--- config.mk ---
export PLATFORM = sky130hd
export DESIGN_NAME = bayt_degistir_seri
export DESIGN_NICKNAME = d
export VERILOG_FILES = /design/src/rtl/bayt_degistir_seri.sv
export SDC_FILE = /design/constraint.sdc
export NUM_CORES = 2
export LEC_CHECK = 0
export BUFFER_PORTS_ARGS = -buffer_cell sky130_fd_sc_hd__buf_2
export CORE_ASPECT_RATIO = 1.25
export CORE_MARGIN = 2
export CORE_UTILIZATION = 34
export CTS_BUF_LIST = sky130_fd_sc_hd__clkbuf_16
export DETAILED_ROUTE_END_ITERATION = 8
export HOLD_SLACK_MARGIN = 0.12
export SYNTH_ARGS = -nofsm -noshare
export SYNTH_HDL_FRONTEND = slang
export SYNTH_SLANG_ARGS = --single-unit
--- constraint.sdc ---
create_clock -name clk -period 16.4 [get_ports clk]
set_input_delay 4.92 -clock clk [delete_from_list [all_inputs] [get_ports clk]]
set_output_delay 4.92 -clock clk [all_outputs]
set_load 0.1 [all_outputs]
--- src/rtl/bayt_degistir_seri.sv ---
// bayt_degistir_seri: sequential AES SubBytes engine.
// One 128-bit state is substituted LANES bytes per cycle over 16/LANES beats,
// with valid/ready handshakes on both the input and the output side.
// Optional feature macro: BAYT_TERS_EN adds inverse S-boxes (InvSubBytes)
// selected per block by the ters input latched at acceptance.
//
// Handshake rule (both sides): a transfer happens on a rising clk edge where
// valid and ready are both 1; valid, once raised, holds its data stable until
// that edge, and ready may depend combinationally on the other side's ready.
module bayt_degistir_seri #(
   parameter int LANES = 4
) (
   input  logic         clk,
   input  logic         rst_n,
   input  logic [127:0] girisler,
   input  logic         ters,
   input  logic         giris_gecerli,
   output logic         giris_hazir,
   output logic [127:0] cikislar,
   output logic         cikis_gecerli,
   input  logic         cikis_hazir,
   output logic         mesgul
);

   localparam int N  = 16 / LANES;
   localparam int CW = (N > 1) ? $clog2(N) : 1;
   localparam int LW = 8 * LANES;
   localparam logic [CW-1:0] SON_BEAT = CW'(N - 1);

   localparam logic [1:0] BOS     = 2'd0;
   localparam logic [1:0] CALISMA = 2'd1;
   localparam logic [1:0] TAMAM   = 2'd2;

   if (LANES != 1 && LANES != 2 && LANES != 4 && LANES != 8 && LANES != 16) begin : g_lanes_bad
      $error("bayt_degistir_seri: LANES must be 1, 2, 4, 8 or 16");
   end

   // GF(2^8) arithmetic with the AES polynomial x^8+x^4+x^3+x+1.
   function automatic logic [7:0] xtime(input logic [7:0] a);
      return {a[6:0], 1'b0} ^ (a[7] ? 8'h1b : 8'h00);
   endfunction

   function automatic logic [7:0] gf_mul(input logic [7:0] a, input logic [7:0] b);
      logic [7:0] p;
      logic [7:0] x;
      p = 8'h00;
      x = a;
      for (int i = 0; i < 8; i++) begin
         if (b[i]) p = p ^ x;
         x = xtime(x);
      end
      return p;
   endfunction

   // Multiplicative inverse as a^254 (maps 0 to 0, as the S-box requires).
   function automatic logic [7:0] gf_inv(input logic [7:0] a);
      logic [7:0] sq;
      logic [7:0] r;
      sq = a;
      r  = 8'h01;
      for (int i = 1; i < 8; i++) begin
         sq = gf_mul(sq, sq);
         r  = gf_mul(r, sq);
      end
      return r;
   endfunction

   function automatic logic [7:0] rotl(input logic [7:0] x, input int n);
      return 8'((x << n) | (x >> (8 - n)));
   endfunction

   function automatic logic [7:0] fwd_sbox(input logic [7:0] a);
      logic [7:0] b;
      b = gf_inv(a);
      return b ^ rotl(b, 1) ^ rotl(b, 2) ^ rotl(b, 3) ^ rotl(b, 4) ^ 8'h63;
   endfunction

`ifdef BAYT_TERS_EN
   function automatic logic [7:0] inv_sbox(input logic [7:0] s);
      return gf_inv(rotl(s, 1) ^ rotl(s, 3) ^ rotl(s, 6) ^ 8'h05);
   endfunction
`endif

   logic [1:0]    durum;
   logic [127:0]  isler;
   logic [CW-1:0] sayac;
   logic [LW-1:0] ust;
   logic [LW-1:0] sub;
   logic [6:0]    yaz_ust;
   logic          kabul;

   assign ust     = isler[127 -: LW];
   assign yaz_ust = 7'(127 - LW * int'(sayac));

   // Ready is decoded from state so a finished block can hand off and a new
   // one can enter on the same edge; held low throughout reset.
   assign giris_hazir = rst_n && ((durum == BOS) || ((durum == TAMAM) && cikis_hazir));
   assign kabul       = giris_gecerli && giris_hazir;

`ifdef BAYT_TERS_EN
   logic mod;

   // Mode latched once per block; ters changes mid-block are ignored.
   always_ff @(posedge clk) begin
      if (!rst_n) begin
         mod <= 1'b0;
      end else if (kabul) begin
         mod <= ters;
      end
   end

   for (genvar g = 0; g < LANES; g++) begin : g_lane
      assign sub[8*g +: 8] = mod ? inv_sbox(ust[8*g +: 8]) : fwd_sbox(ust[8*g +: 8]);
   end
`else
   logic ters_unused;
   assign ters_unused = ters;

   for (genvar g = 0; g < LANES; g++) begin : g_lane
      assign sub[8*g +: 8] = fwd_sbox(ust[8*g +: 8]);
   end
`endif

   // Control FSM, work register shifting and output byte placement.
   always_ff @(posedge clk) begin
      if (!rst_n) begin
         durum         <= BOS;
         isler         <= '0;
         sayac         <= '0;
         cikislar      <= '0;
         cikis_gecerli <= 1'b0;
         mesgul        <= 1'b0;
      end else begin
         case (durum)
            BOS: begin
            end
            CALISMA: begin
               cikislar[yaz_ust -: LW] <= sub;
               isler <= isler << LW;
               sayac <= sayac + 1'b1;
               if (sayac == SON_BEAT) begin
                  durum         <= TAMAM;
                  cikis_gecerli <= 1'b1;
               end
            end
            TAMAM: begin
               if (cikis_hazir) begin
                  cikis_gecerli <= 1'b0;
                  durum         <= BOS;
                  mesgul        <= 1'b0;
               end
            end
            default: begin
               durum <= BOS;
            end
         endcase
         // Acceptance overrides the return to BOS when a new block is waiting.
         if (kabul) begin
            isler  <= girisler;
            sayac  <= '0;
            durum  <= CALISMA;
            mesgul <= 1'b1;
         end
      end
   end

endmodule
==> impl_metrics.toml <==
[timing]
final.period_utilization_pct = 95.6
slew_viol_final = 0
hold_violations = 0
rsz0062_at_grt = "true"
fin_skew_ns = 0.0126
setup_tns_ns = 0
fin_crit_ns = 15.68
worst_slack_ns = 0.724
relSlewSlack_pct = 21.5
max_freq_mhz = 63.8
setup_viol = 0
worst_slew_pin_slew_ns = 1.18

[finish]
area_growth_pct = 13.3
nets = 9673
final_area_um2 = 78400
drive_gt1_share_pct = 14.9
n_fill_cell = 21000

[synth]
synthSimpleGateAreaFrac_pct = 21.2
synth_mux_area_share_pct = 4.13
synth.distinct_cells = 123
ys_seq_elements = 262
postSynthAreaPerCell_um2 = 7.44
synth_compound_area_share_pct = 20.5
synthArstFlopShare_pct = 0
synth_top_area_cell = "xnor2_1"
netlist_instances = 9305
ys.flop_type = "dfxtp_1"
ys_warn_count = 0
netlist_area_um2 = 69200
syn-num-nets = 9470
netlist.area_leader.share_pct = 20.4
synthTopCellsByArea = "xnor2_1 20%, xnor3_1 9.4%, dfxtp_1 7.6%, nor2_1 6.5%, nand2_1 5.9%"
synth_xor_xnor_area_share_pct = 41.4
synth_fa_ha_area_share_pct = 0.680
ys_seq_area_share_pct = 7.58
synth_edf_count = 0
synth_top_family_by_area = "XOR/XNOR gates"

[critical_path]
cp.arrival_ns = 16.24
setup.worst_path.class = "reg2reg"
slowest_delay_ns = 0.66
crit_family = "XOR/XNOR gates"
critPathLaunchType = "register"
critical_path_buf_inv_count = 6
critPathMaxFanout = 15
cp-end-kind = "register"
crit_slowest_cell = "xnor3_1"
cp.required_ns = 16.96
crit_top_cell = "xnor3_1"

[clock_tree]
htree_levels = 1
insertion_delay_ns = 0.62
cts_buffer_depth = 3
cts_root_buf = "clkbuf_16"
cts_tree = "yes"
clock_sinks = 262
path_clk_slew_ns = 0.07
cts_made_buffers = 28

[die]
start_util_pct = 34.1
placementRows = 185
core_area_um2 = 203000
die_w_um = 408
die_height_um = 508
design.die.area_um2 = 207000
io_pins = 264

[routing]
firstDrtPassIters = 6
vias = 68500
via_per_inst = 5.60
ant_nets = 0
routedWlPerCell_um = 19.2
drtIter0Drc = 5494
routed_wl_um = 234000
route.detailed.drc = 0

[grt]
first_global_vias = 65300
grt_pass1_wl_um = 371000
grt_overflow = 0
grt_max_degree = 117
antenna_found_initial = 10
grt.total_usage_pct = 21.5

[placed_design]
io_buffers = 262
post-place-ws_ns = -0.374
dp_hpwl_um = 173000
place.gp.congestion = 0.904
placed_cell_area_um2 = 75500

[min_path]
min_path_type = "reg2reg"

[run]
cap_violations = 0

[status]
status = "finished, final reports clean"
==> worst paths after layout <==
kind                                       to  cells after the start           from  slack (ns)
worst max-delay path             cikislar[64]                     56      isler[96]        0.72
worst min-delay path            cikislar[109]                      2  cikislar[109]        0.45
worst max register to register   cikislar[64]                     56      isler[96]        0.72
worst min register to register  cikislar[109]                      2  cikislar[109]        0.45
==> tightest hold or removal path, stage by stage (launching register included) <==
cell and delay (ns):
dfxtp_1 0.30, nand2_1 0.05, o21ai_1 0.05
==> layout by cell type (no fill, tap or decap), types with 32 or more instances in the layout <==
master    count
xnor3_1     280
nand4_1      45
a21oi_1     440
o31ai_1      32
or3_1        49
a31oi_1      83
a21boi_0     48
o211a_1     109
o22ai_1     107
buf_2       261
nor3_1      240
xnor2_1    1489
and3_1       61
a211oi_1    106
xnor2_4      49
buf_4       577
and2_1       37
nand2_1    1083
nor2_1     1196
xor2_2       56
nand3_1     349
a22o_1      104
inv_1        72
mux2_2       41
o211ai_1     68
mux2i_1     217
nor2b_1      57
xor2_1      411
a22oi_1      62
nand2b_1     61
dfxtp_1     259
o21ai_1      57
o221ai_1     35
o21ai_0     375
xnor2_2     189
a32oi_1      34
==> state kept, by name, indices dropped and copies added, names as in the netlist <==
name	cells
cikislar	128
isler	128
durum	2
cikis_gecerli	1
mesgul	1
sayac	2
==> cell families (layout without fill, tap and decap cells) <==
kind of cell / Yosys count / count (layout)
adders and majority gates: 39 / 39
AOI/OAI and AO/OA: 2062 / 2062
muxes: 270 / 270
DFF: 262 / 262
and+or+nand+nor: 3345 / 3345
xor gates and xnor gates: 2558 / 2558
other: 0 / 3
buffers and inverters: 769 / 989
==> stage by stage <==
stage | instances | util [%] | hold slack, ns
2_1_floorplan | 9305 | - | 0.455
3_3_place_gp | 12100 | 37.3 | 0.433
3_5_place_dp | 12100 | 37.3 | 0.439
4_1_cts | 12200 | 37.8 | 0.447
5_1_grt | 12200 | 38.7 | 0.464
6_report | 12200 | 38.7 | 0.445
==> final cells by class <==
type                    instances  area, µm²  share of cell area, %
diodes                          3       7.51                0.00957
clock buffers                  28        701                  0.893
clock inverters                19        165                  0.211
inverters                      97        364                  0.464
multi-input cells            8274      62800                   80.0
flip-flops and latches        262       5250                   6.69
well taps                    2711       3390                   4.32
repair buffers                845       5770                   7.36
==> per-layer routing <==
layer  vias up  global-route usage (%)  share of wire, %
met5         -                       0             0.041
met4        10                    4.82               2.1
met3       313                    2.43               6.6
met2      2355                    36.7                47
met1     32900                    28.8                44
li1      32900                       -                 -
==> Yosys cell counts, types with 48 or more instances <==
| library cell | number |
|---|---|
| xnor2_1 | 1612 |
| nor2_1 | 1197 |
| nand2_1 | 1086 |
| xor2_1 | 450 |
| clkbuf_1 | 446 |
| a21oi_1 | 444 |
| o21ai_0 | 377 |
| nand3_1 | 349 |
| xnor3_1 | 290 |
| dfxtp_1 | 262 |
| nor3_1 | 242 |
| mux2i_1 | 219 |
| buf_2 | 141 |
| a211oi_1 | 109 |
| o211a_1 | 109 |
| o22ai_1 | 107 |
| a22o_1 | 104 |
| xnor2_2 | 99 |
| a31oi_1 | 86 |
| inv_1 | 68 |
| o211ai_1 | 68 |
| a22oi_1 | 62 |
| nand2b_1 | 62 |
| and3_1 | 61 |
| nor2b_1 | 58 |
| o21ai_1 | 57 |
| buf_1 | 53 |
| or3_1 | 50 |
| a21boi_0 | 48 |
==> repair_timing <==
item                       4_1_cts  5_1_grt
setup buffers                    0       63
pin swaps                        0       30
setup endpoints to repair       75      128
gates cloned                     0        0
hold buffers                     0        0
gates resized for setup         31      185
Power is not shown: default switching activity piles up to over one toggle a cycle in this logic, so the estimate is an artifact.
